$ cat config.mk
export PLATFORM = sky130hd
export DESIGN_NAME = vl_strip_sequencer_flat
export DESIGN_NICKNAME = d
export VERILOG_FILES = /design/src/rtl/vl_pkg.sv /design/src/rtl/vl_strip_sequencer_if.sv /design/src/rtl/vlmax_calc.sv /design/src/rtl/vl_strip_sequencer.sv /design/src/flat_wrapper.sv
export SDC_FILE = /design/constraint.sdc
export NUM_CORES = 1
export LEC_CHECK = 0
export CAP_MARGIN = 20
export CORE_ASPECT_RATIO = 1.4
export CORE_MARGIN = 3
export CORE_UTILIZATION = 60
export CTS_BUF_LIST = sky130_fd_sc_hd__clkbuf_8
export DETAILED_ROUTE_END_ITERATION = 12
export GPL_TIMING_DRIVEN = 0
export PLACE_DENSITY = 0.95
export SYNTH_ARGS = -nofsm -noshare
export SYNTH_HDL_FRONTEND = slang
export SYNTH_SLANG_ARGS = --single-unit
export TNS_END_PERCENT = 30
$ cat constraint.sdc
create_clock -name clk -period 8.4 [get_ports clk]
set_input_delay 2.1 -clock clk [delete_from_list [all_inputs] [get_ports clk]]
set_output_delay 2.1 -clock clk [all_outputs]
set_load 0.005 [all_outputs]
$ cat src/rtl/vl_pkg.sv
// vl_pkg: shared definitions for the vector strip sequencer.
//   - vtype field width and SEW/LMUL encodings with legality helpers
//   - sequencer state enum
//   - default VLEN
package vl_pkg;

  localparam int unsigned VlenDefault = 64;
  localparam int unsigned VtypeFieldW = 3;

  // SEW encodings; 4..7 are reserved.
  localparam logic [VtypeFieldW-1:0] SewE8  = 3'd0;
  localparam logic [VtypeFieldW-1:0] SewE16 = 3'd1;
  localparam logic [VtypeFieldW-1:0] SewE32 = 3'd2;
  localparam logic [VtypeFieldW-1:0] SewE64 = 3'd3;

  // LMUL encodings; 4..7 would be fractional LMUL, which is not supported.
  localparam logic [VtypeFieldW-1:0] LmulM1 = 3'd0;
  localparam logic [VtypeFieldW-1:0] LmulM2 = 3'd1;
  localparam logic [VtypeFieldW-1:0] LmulM4 = 3'd2;
  localparam logic [VtypeFieldW-1:0] LmulM8 = 3'd3;

  typedef enum logic [0:0] {
    StIdle,
    StIssue
  } vl_state_e;

  function automatic logic sew_legal(input logic [VtypeFieldW-1:0] sew);
    return sew <= SewE64;
  endfunction

  function automatic logic lmul_legal(input logic [VtypeFieldW-1:0] lmul);
    return lmul <= LmulM8;
  endfunction

endpackage

$ cat src/rtl/vl_strip_sequencer_if.sv
// vl_strip_sequencer_if: request and strip-issue signals of the strip sequencer.
//   master: request source / strip consumer (drives req_*, iss_ready)
//   slave : the sequencer (drives req_ready, iss_*, done, err)
interface vl_strip_sequencer_if
  import vl_pkg::*;
#(
  parameter int unsigned AVL_W = 8,
  parameter int unsigned IDX_W = 4
) ();

  logic                   req_valid;
  logic                   req_ready;
  logic [VtypeFieldW-1:0] req_sew;
  logic [VtypeFieldW-1:0] req_lmul;
  logic [AVL_W-1:0]       req_avl;

  logic                   iss_valid;
  logic                   iss_ready;
  logic [AVL_W-1:0]       iss_vl;
  logic                   iss_last;
  logic [IDX_W-1:0]       iss_idx;

  logic                   done;
  logic                   err;

  modport master (
    output req_valid, req_sew, req_lmul, req_avl, iss_ready,
    input  req_ready, iss_valid, iss_vl, iss_last, iss_idx, done, err
  );

  modport slave (
    input  req_valid, req_sew, req_lmul, req_avl, iss_ready,
    output req_ready, iss_valid, iss_vl, iss_last, iss_idx, done, err
  );

endinterface

$ cat src/rtl/vlmax_calc.sv
// vlmax_calc: combinational VLMAX = (VLEN >> (sew + 3)) << lmul.
//   sew_i, lmul_i : encoded vtype fields
//   vlmax_o       : VLMAX in OUT_W bits, 0 when the encoding is illegal
//   legal_o       : both fields legal
// Shared with the CSR read path, so it carries no state.
module vlmax_calc
  import vl_pkg::*;
#(
  parameter int unsigned VLEN  = VlenDefault,
  parameter int unsigned OUT_W = 9
) (
  input  logic [VtypeFieldW-1:0] sew_i,
  input  logic [VtypeFieldW-1:0] lmul_i,
  output logic [OUT_W-1:0]       vlmax_o,
  output logic                   legal_o
);

  logic [31:0] vlmax_full;

  always_comb begin
    legal_o    = sew_legal(sew_i) && lmul_legal(lmul_i);
    vlmax_full = '0;
    if (legal_o) begin
      vlmax_full = (32'(VLEN) >> (32'(sew_i) + 32'd3)) << lmul_i;
    end
    vlmax_o = vlmax_full[OUT_W-1:0];
  end

endmodule

$ cat src/rtl/vl_strip_sequencer.sv
// vl_strip_sequencer: strip-mining controller for the vector unit.
// Accepts one (SEW, LMUL, AVL) request, computes VLMAX and issues strips of
// vl = min(rem, VLMAX) one per handshake until AVL is exhausted.
// Ports:
//   clk, rst_n : clock, asynchronous active-low reset
//   flush      : synchronous abort, present only when VL_SEQ_FLUSH_EN is defined
//   bus        : vl_strip_sequencer_if.slave (req_*, iss_*, done, err)
// Optional feature macro: VL_SEQ_FLUSH_EN.
module vl_strip_sequencer
  import vl_pkg::*;
#(
  parameter int unsigned VLEN  = VlenDefault,
  parameter int unsigned AVL_W = 8,
  parameter int unsigned IDX_W = 4
) (
  input logic clk,
  input logic rst_n,
`ifdef VL_SEQ_FLUSH_EN
  input logic flush,
`endif
  vl_strip_sequencer_if.slave bus
);

  if (VLEN < 64 || VLEN > 256 || (VLEN & (VLEN - 1)) != 0) begin : g_bad_vlen
    $error("VLEN must be a power of two in 64..256");
  end
  // e8/m8 yields VLMAX == VLEN, which must fit the AVL_W+1 bit vlmax register.
  if ((VLEN >> (AVL_W + 1)) != 0) begin : g_bad_avl_w
    $error("VLEN does not fit in AVL_W+1 bits");
  end

  logic flush_w;
`ifdef VL_SEQ_FLUSH_EN
  assign flush_w = flush;
`else
  assign flush_w = 1'b0;
`endif

  vl_state_e        state_q, state_d;
  logic [AVL_W-1:0] rem_q, rem_d;
  logic [IDX_W-1:0] idx_q, idx_d;
  logic [AVL_W:0]   vlmax_q, vlmax_d;

  logic             iss_valid_q, iss_valid_d;
  logic [AVL_W-1:0] iss_vl_q, iss_vl_d;
  logic             iss_last_q, iss_last_d;
  logic [IDX_W-1:0] iss_idx_q, iss_idx_d;
  logic             done_q, done_d;
  logic             err_q, err_d;

  logic [AVL_W:0]   req_vlmax;
  logic             req_legal;
  logic             req_ready;
  logic             accept;
  logic             iss_fire;
  logic             fits;

  vlmax_calc #(
    .VLEN  (VLEN),
    .OUT_W (AVL_W + 1)
  ) u_vlmax_calc (
    .sew_i   (bus.req_sew),
    .lmul_i  (bus.req_lmul),
    .vlmax_o (req_vlmax),
    .legal_o (req_legal)
  );

  // State-only decode; rst_n gating keeps ready low while held in reset.
  assign req_ready = rst_n && (state_q == StIdle) && !flush_w;
  assign accept    = bus.req_valid && req_ready;
  assign iss_fire  = iss_valid_q && bus.iss_ready;

  always_comb begin
    state_d = state_q;
    rem_d   = rem_q;
    idx_d   = idx_q;
    vlmax_d = vlmax_q;
    done_d  = 1'b0;
    err_d   = 1'b0;

    if (flush_w) begin
      // Abort wins over any handshake in the same cycle; no done pulse.
      state_d = StIdle;
      rem_d   = '0;
      idx_d   = '0;
    end else begin
      unique case (state_q)
        StIdle: begin
          if (accept) begin
            vlmax_d = req_vlmax;
            idx_d   = '0;
            rem_d   = req_legal ? bus.req_avl : '0;
            if (!req_legal) begin
              err_d = 1'b1;
            end else if (bus.req_avl == '0) begin
              done_d = 1'b1;
            end else begin
              state_d = StIssue;
            end
          end
        end
        StIssue: begin
          if (iss_fire) begin
            // iss_vl_q <= rem_q by construction, so no underflow.
            rem_d = rem_q - iss_vl_q;
            idx_d = idx_q + 1'b1;
            if (iss_last_q) begin
              state_d = StIdle;
              done_d  = 1'b1;
            end
          end
        end
        default: state_d = StIdle;
      endcase
    end

    // Strip outputs are registered: derive them from next-state values.
    fits        = ({1'b0, rem_d} <= vlmax_d);
    iss_valid_d = (state_d == StIssue);
    iss_vl_d    = '0;
    iss_last_d  = 1'b0;
    iss_idx_d   = '0;
    if (iss_valid_d) begin
      iss_vl_d   = fits ? rem_d : vlmax_d[AVL_W-1:0];
      iss_last_d = fits;
      iss_idx_d  = idx_d;
    end
  end

  always_ff @(posedge clk or negedge rst_n) begin
    if (!rst_n) begin
      state_q     <= StIdle;
      rem_q       <= '0;
      idx_q       <= '0;
      vlmax_q     <= '0;
      iss_valid_q <= 1'b0;
      iss_vl_q    <= '0;
      iss_last_q  <= 1'b0;
      iss_idx_q   <= '0;
      done_q      <= 1'b0;
      err_q       <= 1'b0;
    end else begin
      state_q     <= state_d;
      rem_q       <= rem_d;
      idx_q       <= idx_d;
      vlmax_q     <= vlmax_d;
      iss_valid_q <= iss_valid_d;
      iss_vl_q    <= iss_vl_d;
      iss_last_q  <= iss_last_d;
      iss_idx_q   <= iss_idx_d;
      done_q      <= done_d;
      err_q       <= err_d;
    end
  end

  assign bus.req_ready = req_ready;
  assign bus.iss_valid = iss_valid_q;
  assign bus.iss_vl    = iss_vl_q;
  assign bus.iss_last  = iss_last_q;
  assign bus.iss_idx   = iss_idx_q;
  assign bus.done      = done_q;
  assign bus.err       = err_q;

endmodule

$ cat src/flat_wrapper.sv
// flat-port wrapper written by rule: the top's interface ports become plain ports
module vl_strip_sequencer_flat import vl_pkg::*;
#(
  parameter int unsigned VLEN  = VlenDefault,
  parameter int unsigned AVL_W = 8,
  parameter int unsigned IDX_W = 4
)
  (clk, rst_n, bus_req_valid, bus_req_sew, bus_req_lmul, bus_req_avl, bus_iss_ready, bus_req_ready, bus_iss_valid, bus_iss_vl, bus_iss_last, bus_iss_idx, bus_done, bus_err);
  vl_strip_sequencer_if #(.AVL_W(AVL_W), .IDX_W(IDX_W)) bus_i ();
  input logic clk;
  input logic rst_n;
  input wire logic [$bits(bus_i.req_valid)-1:0] bus_req_valid;
  input wire logic [$bits(bus_i.req_sew)-1:0] bus_req_sew;
  input wire logic [$bits(bus_i.req_lmul)-1:0] bus_req_lmul;
  input wire logic [$bits(bus_i.req_avl)-1:0] bus_req_avl;
  input wire logic [$bits(bus_i.iss_ready)-1:0] bus_iss_ready;
  output wire logic [$bits(bus_i.req_ready)-1:0] bus_req_ready;
  output wire logic [$bits(bus_i.iss_valid)-1:0] bus_iss_valid;
  output wire logic [$bits(bus_i.iss_vl)-1:0] bus_iss_vl;
  output wire logic [$bits(bus_i.iss_last)-1:0] bus_iss_last;
  output wire logic [$bits(bus_i.iss_idx)-1:0] bus_iss_idx;
  output wire logic [$bits(bus_i.done)-1:0] bus_done;
  output wire logic [$bits(bus_i.err)-1:0] bus_err;
  assign bus_i.req_valid = bus_req_valid;
  assign bus_i.req_sew = bus_req_sew;
  assign bus_i.req_lmul = bus_req_lmul;
  assign bus_i.req_avl = bus_req_avl;
  assign bus_i.iss_ready = bus_iss_ready;
  assign bus_req_ready = bus_i.req_ready;
  assign bus_iss_valid = bus_i.iss_valid;
  assign bus_iss_vl = bus_i.iss_vl;
  assign bus_iss_last = bus_i.iss_last;
  assign bus_iss_idx = bus_i.iss_idx;
  assign bus_done = bus_i.done;
  assign bus_err = bus_i.err;
  vl_strip_sequencer #(.VLEN(VLEN), .AVL_W(AVL_W), .IDX_W(IDX_W)) u_core (.clk(clk), .rst_n(rst_n), .bus(bus_i));
endmodule
==> out/results.tsv, run 1 <==
metric	value	unit
Crit Path Category	primary input to register	
Die Area	4460	µm²
initial core utilization	63.6	%
register area	926	µm²
worst-skew pair later-pin latency	0.29	ns
pin count of the biggest net entering global routing	41	
DPL Wire Length	4.14	mm
most common cell after layout, fill and taps aside	dfrtp_1	
critical path's slowest cell	buf_2	
gpl congestion	0.891	
top routing layer in use	met4	
commonest non-fill, non-tap cells in the layout	dfrtp_1 (37), clkdlybuf4s50_1 (33), inv_1 (21)	
Primary FF master, synth	dfrtp_1	
Max clock buf depth	2	
Async S/R FF share, synth	100	%
status	completed	
CP Launch Point	rst_n	
multi-input logic area	1170	µm²
post-route setup TNS	0	ns
H-tree Lvls	2	
Critical R2R Launch	u_core.bus.iss_vl[1]	
Slew @ Worst Pin	0.851	ns
PD cells	377	nW/µm²
critical path buffer and inverter count	3	
first-pass GRT wire length	9.55	mm
via/cell ratio	6.33	
Remaining DRCs	0	
drt total wl	5.67	mm
Yosys cell types	50	
Min Clock Period, post-route	6.02	ns
syn_nets	269	
grt ovf	0	
layout cell share with drive strength beyond 1	9.06	%
final hold violation count	0	
wire per inst	18.0	µm
clk slew on worst S/H paths	0.07	ns
Via Count	1999	
Fin Hold WS	0.488	ns
hold buffers post-CTS	0	
flops & latches, synth	37	
hold path depth	2	
Ports	35	
syn_area_per_cell	9.40	µm²
CP top delay family	compound AO/OA/AOI/OAI gates	
CTS root buffer	clkbuf_8	
post-route met1 wirelength	2.19	mm
RSZ-0062 raised after global routing	false	
critical-path cell list	buf_2 -> nand3b_1 -> clkbuf_1 -> nand2_1 -> nor2_1 -> a211oi_1 -> ha_1 -> nand4_1 -> a21oi_1 -> a211oi_1 -> o211ai_1 -> and2_1 -> buf_4 -> a21oi_1 -> a211oi_2	
fin util	77.7	%
Req. time, crit path	8.56	ns
max-cap violations	0	
Area Overhead vs Synth	22.1	%
Worst Min Path Start	u_core.vlmax_q[7]	
nets@finish	310	
placed cells	309	
initial antenna violation count	0	
PortBufs	34	
setup bufs post-CTS	0	
DRT antenna net count	0	
vias in the first global route	2060	
VDD IR-drop max	284	µV
worst slack, placed	2.26	ns
row count	25	
CTS tree	yes	
Met3 Routed Length	416	µm
crit end category	register	
setup violators final	0	
sequential share of the synthesized area	41.9	%
met2 WL	2.85	mm
synth warn	0	
Rel. slew slack	43.3	%
Post-Syn Instances	235	
R2R cell count	17	
Starting DRT DRC Count	150	
crit path max fanout	40	
Die Y	77.8	µm
Stages on worst setup path	15	
Inserted Diodes	0	
Worst EP arrival	6.18	ns
P_leak	0.00126	µW
Setup crit start kind	primary input	
number of synthesized flops with an enable pin	0	
fill count	218	
CTS Buf Count	5	
final-report max-slew violation count	0	
PostCTS Resize Cnt	0	
Hold WC Path Type	register to register	
Worst Slack Setup Final	2.38	ns
die extent in x	57.3	µm
Fmax achieved	166	MHz
final period utilization	71.6	%
Final Skew	0.00233	ns
Core ar.	3470	µm²
DR pass1 iterations	5	
slowest stage delay, CP	0.65	ns
Finished Layout Cells	316	
Sink Count	37	
synthesized cell area	2210	µm²
total global-route track usage	27.8	%
==> cells by family after synthesis <==
| family | share of synthesized area, % |
|---|---|
| adders and majority gates | 9.40 |
| and+or+nand+nor | 18.3 |
| buffers and inverters | 5.27 |
| muxes | 3.51 |
| DFF | 41.9 |
| xor gates and xnor gates | 1.59 |
| AOI/OAI and AO/OA | 20.0 |
==> tightest hold or removal path, cell delays in order (launching register included) <==
cell     delay (ns)
dfrtp_1        0.32
nand2_1        0.06
inv_1          0.07
==> sequential cells by signal (all words and copies together), names as in the netlist <==
register,flops
u_core.bus.iss_vl,8
u_core.bus.iss_last,1
u_core.bus.done,1
u_core.bus.err,1
u_core.vlmax_q,9
u_core.state_q,1
u_core.idx_q,4
u_core.rem_q,8
u_core.bus.iss_idx,4
==> per-layer routing <==
layer	vias to the layer above	GRT usage [%]
met3	28	7.32
met1	937	31.9
li1	930	-
met5	-	0
met4	0	14.6
met2	104	46.6
==> worst paths after layout <==
check / endpoint / slack (ns)
max: u_core.bus.iss_vl[3] / 2.38
min in group asynchronous: u_core.bus.iss_idx[0] / 1.91
max reg2reg: u_core.bus.iss_vl[3] / 4.33
max in group asynchronous: u_core.vlmax_q[2] / 5.95
min reg2reg: u_core.vlmax_q[7] / 0.49
min: u_core.vlmax_q[7] / 0.49
==> synth_stat cells (2+ instances only) <==
cell type	count	share of area [%]
dfrtp_1	37	42
inv_1	21	3.6
nand2_1	20	3.4
a21oi_1	16	3.6
nor2_1	16	2.7
ha_1	15	8.5
o21ai_0	10	2.3
nand3_1	8	1.8
a211oi_1	7	2.4
nor2b_1	7	2.0
nor3_1	7	1.6
a22oi_1	6	2.0
a211oi_2	4	2.3
clkbuf_1	4	0.68
mux2i_1	4	1.8
nand4_1	4	1.1
and2_1	3	0.85
buf_2	3	0.68
nor4_1	3	0.85
o21a_1	3	1.0
a21o_1	2	0.68
a22o_1	2	0.79
a31oi_1	2	0.57
mux2_2	2	1.0
o21bai_1	2	0.68
xnor2_1	2	0.79
xor2_1	2	0.79
==> power by group <==
part	leakage (µW)	internal [µW]	switching [µW]
Sequential	0.000485	231	31.9
Combinational	0.000724	258	346
Clock	0.0000540	86.3	64.9
Total	0.00126	575	443
==> through the flow <==
step	instance area [µm²]	total power, µW
4_1_cts	2700	1010
3_3_place_gp	2600	820
6_report	2700	1020
5_1_grt	2700	1090
3_5_place_dp	2590	845
2_1_floorplan	2210	680
==> cell type report <==
class                      instances  share of cell area [%]
clock buffer                       5                    2.55
tap                               40                    1.85
clock inverter                     2                    1.30
inverter                          21                    2.92
buffer                             8                    1.39
timing repair buffer              34                    12.4
multi-input combinational        169                    43.3
sequential                        37                    34.3
Note: power is estimated with default switching activity, not from simulation.
==> run 2: changes to the inputs <==
- CORE_UTILIZATION: 60 -> 55
- PLACE_DENSITY: 0.95 -> 0.93
- clock period: 8.4 -> 5.9 ns (I/O delays scaled with it)
==> run 2 against run 1 <==
  * Routed wire length up 2.0%
  * Core utilization shrank 5.2 points
  * Worst hold slack gained 0.012 ns
  * First-iteration DRC count down 21%
  * Clock-buffer cell count increased by 1
  * Power is 43% higher
  * Sequential cell count unchanged
  * Register-to-register slack worse by 2.5 ns
  * Worst setup slack worse by 1.8 ns
  * Combinational power grew 41%
  * Critical path type unchanged
  * Final area rose by 0.56%
==> out/results.tsv, run 2 (synthesis gave the netlist of run 1 again) <==
metric	value	unit	change
Fmax achieved	188	MHz	
PortBufs	34		unchanged
PD cells	537	nW/µm²	was 377 nW/µm²
Fin Hold WS	0.500	ns	was 0.488 ns
Sink Count	37		unchanged
Slew @ Worst Pin	0.850	ns	was 0.851 ns
Worst EP arrival	5.48	ns	was 6.18 ns
initial core utilization	59.1	%	was 63.6%
placed cell areas	2600	µm²	was 2590 µm²
vias in the first global route	2071		was 2,060
Power, Total	1460	µW	was 1020 µW
Inserted Diodes	0		unchanged
CTS root buffer	clkbuf_8		unchanged
worst slack, placed	0.363	ns	was 2.26 ns
RSZ-0062 raised after global routing	false		unchanged
Final Skew	0.00480	ns	was 0.00233 ns
Starting DRT DRC Count	119		was 150
CTS Buf Count	5		unchanged
DRT antenna net count	0		unchanged
final period utilization	90.1	%	
crit path max fanout	40		unchanged
most common cell after layout, fill and taps aside	dfrtp_1		unchanged
row count	26		was 25
DR pass1 iterations	4		was 5
wire per inst	18.1	µm	was 18.0 µm
die extent in x	59.6	µm	was 57.3 µm
grt ovf	0		unchanged
DPL Wire Length	4.35	mm	was 4.14 mm
P_leak	0.00127	µW	was 0.00126 µW
Area Overhead vs Synth	22.8	%	was 22.1%
final hold violation count	0		unchanged
setup bufs post-CTS	0		unchanged
Setup crit start kind	primary input		unchanged
final-report max-slew violation count	0		unchanged
Die Y	81.0	µm	was 77.8 µm
H-tree Lvls	2		unchanged
Reg with most FFs	u_core.vlmax_q		unchanged
Die Area	4820	µm²	was 4460 µm²
PostCTS Resize Cnt	0		unchanged
status	completed		unchanged
via/cell ratio	6.38		was 6.33
total global-route track usage	26.8	%	was 27.8%
gpl congestion	0.862		was 0.891
Remaining DRCs	0		unchanged
setup violators final	0		unchanged
fin area	2710	µm²	was 2700 µm²
VDD IR-drop max	385	µV	was 284 µV
clk slew on worst S/H paths	0.07	ns	about the same
first-pass GRT wire length	9.54	mm	was 9.55 mm
Worst Slack Setup Final	0.584	ns	was 2.38 ns
post-route setup TNS	0	ns	unchanged
Hold WC Path Type	register to register		unchanged
fill count	260		was 218
worst-skew pair later-pin latency	0.30	ns	was 0.29 ns
max reg flops	9		unchanged
CTS tree	yes		unchanged
Max clock buf depth	2		unchanged
pin count of the biggest net entering global routing	41		unchanged
crit end category	register		unchanged
layout cell share with drive strength beyond 1	9.03	%	was 9.06%
Crit Path Category	primary input to register		unchanged
Rel. slew slack	43.3	%	about the same
Core ar.	3740	µm²	was 3470 µm²
Via Count	2034		was 1,999
max-cap violations	0		unchanged
nets@finish	310		unchanged
commonest non-fill, non-tap cells in the layout	dfrtp_1 (37), clkdlybuf4s50_1 (33), inv_1 (22)		was dfrtp_1 (37), clkdlybuf4s50_1 (33), inv_1 (21)
drt total wl	5.79	mm	was 5.67 mm
Req. time, crit path	6.06	ns	was 8.56 ns
Ports	35		unchanged
hold buffers post-CTS	0		unchanged
Min Clock Period, post-route	5.32	ns	
initial antenna violation count	0		unchanged
## run 2: cell count changes in the layout (fill, tap and decap cells not counted), sizes merged
cell    previous run  this run
clkbuf             9        10
inv               21        22
clkinv             1         0
## run 2: layout make-up
cell class	count	area (µm²)	share of cell area (%)
Buffer	8	37.5	1.38
Clock buffer	6	82.6	3.04
Clock inverter	2	33.8	1.24
Inverter	21	78.8	2.90
Multi-Input combinational cell	169	1170	43.0
Sequential cell	37	926	34.1
Tap cell	42	52.6	1.94
Timing Repair Buffer	34	335	12.4
## run 2: worst max-delay path, stage by stage
cell	delay, ns
buf_2	0.64
nand3b_1	0.44
clkbuf_1	0.34
clkbuf_1	0.31
a22oi_1	0.45
ha_1	0.35
a21oi_1	0.18
nand2_1	0.09
a211oi_1	0.41
o211ai_1	0.18
and2_1	0.18
buf_4	0.15
a21oi_1	0.17
a211oi_2	0.07
## run 2: report_power, final
part,internal (µW),switching (µW),total (µW)
sequential,328,47.4,376
combinational,369,485,854
clock,136,92.0,228
total,833,624,1460
## run 2: worst paths after layout
path	start	to	slack, ns	cells after the start
worst max-delay path	rst_n	u_core.bus.iss_vl[1]	0.58	14
worst min-delay path	u_core.idx_q[3]	u_core.idx_q[3]	0.50	1
worst max register to register	u_core.rem_q[0]	u_core.bus.iss_vl[1]	1.88	17
worst min register to register	u_core.idx_q[3]	u_core.idx_q[3]	0.50	1
max in group asynchronous	rst_n	u_core.idx_q[2]	4.08	1
min in group asynchronous	rst_n	u_core.bus.iss_vl[2]	1.28	1
## run 2: per-stage QoR
| step | std cells | utilization (%) |
|---|---|---|
| after global routing | 319 | 72.5 |
| final | 319 | 72.5 |
| after detailed placement | 311 | 69.4 |
| after global placement | 311 | 69.6 |
| after CTS | 319 | 72.5 |
| after floorplan | 235 | - |
## run 2: metal layers
layer | share of wire, % | vias up | track usage [%]
met1 | 36 | 974 | 28.9
li1 | - | 926 | -
met4 | 4.4 | 0 | 14.0
met3 | 6.6 | 29 | 6.36
met2 | 53 | 105 | 47.3
met5 | 0 | - | 0
==> run 3: changes to the inputs <==
- REMOVE_ABC_BUFFERS: not set -> 1
==> run 3 against run 2 <==
  * Non-clock buffer count is 8 lower
  * Combinational power is 6.3% lower
  * Global-route usage is 3.1 points lower
==> out/results.tsv, run 3 (synthesis gave the netlist of run 1 again) <==
metric	value	unit	change
worst slack, placed	0.137	ns	was 0.363 ns
crit end category	register		unchanged
crit path max fanout	41		was 40
Final Skew	0.00824	ns	was 0.00480 ns
Max clock buf depth	2		unchanged
RSZ-0062 raised after global routing	false		unchanged
critical-path cell list	buf_2 -> nand3b_1 -> nand2_1 -> nor2_1 -> a211oi_1 -> ha_1 -> nand4_1 -> a21oi_1 -> a211oi_1 -> o211ai_1 -> and2_1 -> a21oi_1 -> a211oi_2		was buf_2 -> nand3b_1 -> clkbuf_1 -> clkbuf_1 -> a22oi_1 -> ha_1 -> a21oi_1 -> nand2_1 -> a211oi_1 -> o211ai_1 -> and2_1 -> buf_4 -> a21oi_1 -> a211oi_2
Area Overhead vs Synth	21.4	%	was 22.8%
Ports	35		unchanged
Die Area	4820	µm²	unchanged
final period utilization	86.2	%	was 90.1%
post-route setup TNS	0	ns	unchanged
Via Count	1923		was 2,034
slowest stage delay, CP	0.66	ns	was 0.64 ns
Min Clock Period, post-route	5.09	ns	was 5.32 ns
CTS root buffer	clkbuf_8		unchanged
Power, Total	1410	µW	was 1460 µW
PostCTS Resize Cnt	0		unchanged
Crit Path Category	primary input to register		unchanged
DPL Wire Length	3.93	mm	was 4.35 mm
drt total wl	5.25	mm	was 5.79 mm
Sink Count	37		unchanged
Inserted Diodes	0		unchanged
die extent in x	59.6	µm	unchanged
setup violators final	0		unchanged
DR pass1 iterations	4		unchanged
initial antenna violation count	0		unchanged
Critical R2R Launch	u_core.state_q		was u_core.rem_q[0]
via/cell ratio	6.16		was 6.38
setup bufs post-CTS	0		unchanged
worst-skew pair later-pin latency	0.29	ns	was 0.30 ns
internal power	802	µW	was 833 µW
Sw Share	43.0	%	was 42.8%
critical path buffer and inverter count	1		was 4
grt ovf	0		unchanged
first-pass GRT wire length	8.49	mm	was 9.54 mm
fin util	71.7	%	was 72.5%
max reg flops	9		unchanged
DRT antenna net count	0		unchanged
commonest non-fill, non-tap cells in the layout	dfrtp_1 (37), clkdlybuf4s50_1 (33), inv_1 (21)		was dfrtp_1 (37), clkdlybuf4s50_1 (33), inv_1 (22)
CTS tree	yes		unchanged
final hold violation count	0		unchanged
Setup crit start kind	primary input		unchanged
Psw	604	µW	was 624 µW
max-cap violations	0		unchanged
Rel. slew slack	18.3	%	was 43.3%
Slew @ Worst Pin	1.22	ns	was 0.850 ns
Remaining DRCs	0		unchanged
nets@finish	303		was 310
CP Launch Point	rst_n		unchanged
PortBufs	34		unchanged
final-report max-slew violation count	0		unchanged
Reg with most FFs	u_core.vlmax_q		unchanged
Die Y	81.0	µm	unchanged
layout cell share with drive strength beyond 1	8.15	%	was 9.03%
Worst Min Path Start	u_core.idx_q[3]		unchanged
most common cell after layout, fill and taps aside	dfrtp_1		unchanged
Reg power frac	27.4	%	was 25.8%
total global-route track usage	23.7	%	was 26.8%
VDD IR-drop max	378	µV	was 385 µV
Clk network pwr share	15.7	%	was 15.6%
wire per inst	16.8	µm	was 18.1 µm
Starting DRT DRC Count	89		was 119
gpl congestion	0.864		was 0.862
row count	26		unchanged
combinational share of power	56.9	%	was 58.6%
pin count of the biggest net entering global routing	41		unchanged
Fmax achieved	197	MHz	was 188 MHz
initial core utilization	59.1	%	unchanged
Core ar.	3740	µm²	unchanged
CTS Buf Count	5		unchanged
status	completed		unchanged
H-tree Lvls	2		unchanged
critical path's slowest cell	buf_2		unchanged
P_leak	0.00124	µW	was 0.00127 µW
CP top delay family	simple AND/OR/NAND/NOR gates		was compound AO/OA/AOI/OAI gates
Worst EP arrival	5.21	ns	was 5.48 ns
vias in the first global route	1868		was 2,071
clk slew on worst S/H paths	0.08	ns	was 0.07 ns
PD cells	524	nW/µm²	was 537 nW/µm²
Hold WC Path Type	register to register		unchanged
hold buffers post-CTS	0		unchanged
Worst Slack Setup Final	0.813	ns	was 0.584 ns
Req. time, crit path	6.02	ns	was 6.06 ns
==> run 3: layout make-up <==
| cell class | instances | area [µm²] |
|---|---|---|
| clock buffer | 5 | 68.8 |
| clock inverter | 3 | 46.3 |
| fill | 249 | 1060 |
| inverter | 21 | 78.8 |
| multi-input combinational | 170 | 1170 |
| sequential | 37 | 926 |
| tap | 42 | 52.6 |
| timing repair buffer | 34 | 335 |
==> run 3: worst paths after layout <==
kind                                    endpoint  slack [ns]  cells after the start
setup / recovery            u_core.bus.iss_vl[2]        0.81                     13
hold reg to reg                  u_core.idx_q[3]        0.50                      1
max in group asynchronous  u_core.bus.iss_idx[2]        4.05                      1
setup reg to reg            u_core.bus.iss_vl[2]        2.12                     12
hold / removal                   u_core.idx_q[3]        0.50                      1
min in group asynchronous        u_core.rem_q[2]        1.29                      1
==> run 3: metal layers <==
metal	GRT usage, %	share of wire, %	vias up
met2	41.7	53	52
met3	4.93	3.8	15
met5	0	0	-
met1	26.3	41	941
li1	-	-	915
met4	12.0	2.6	0
==> run 3: power groups by stage <==
stage / clock (µW) / sequential (µW) / combinational, µW
global route: 234 / 394 / 892
floorplan: 0 / 376 / 568
CTS: 224 / 382 / 788
detailed placement: 0 / 387 / 780
global placement: 0 / 382 / 752
finish: 221 / 385 / 800
==> run 3: through the flow <==
step / hold WS (ns) / cell area [µm²] / std cells
final: 0.504 / 2680 / 312
after floorplan: 0.450 / 2170 / 227
after CTS: 0.496 / 2680 / 311
after detailed placement: 0.474 / 2560 / 303
after global placement: 0.468 / 2560 / 303
after global routing: 0.523 / 2680 / 312
==> run 3: worst register-to-register path, delay by kind of cell (launching register included) <==
family | cells | cell delay (ns)
simple gates | 5 | 1.38
compound gates | 6 | 1.32
flops | 1 | 0.57
fa+ha+maj | 1 | 0.33
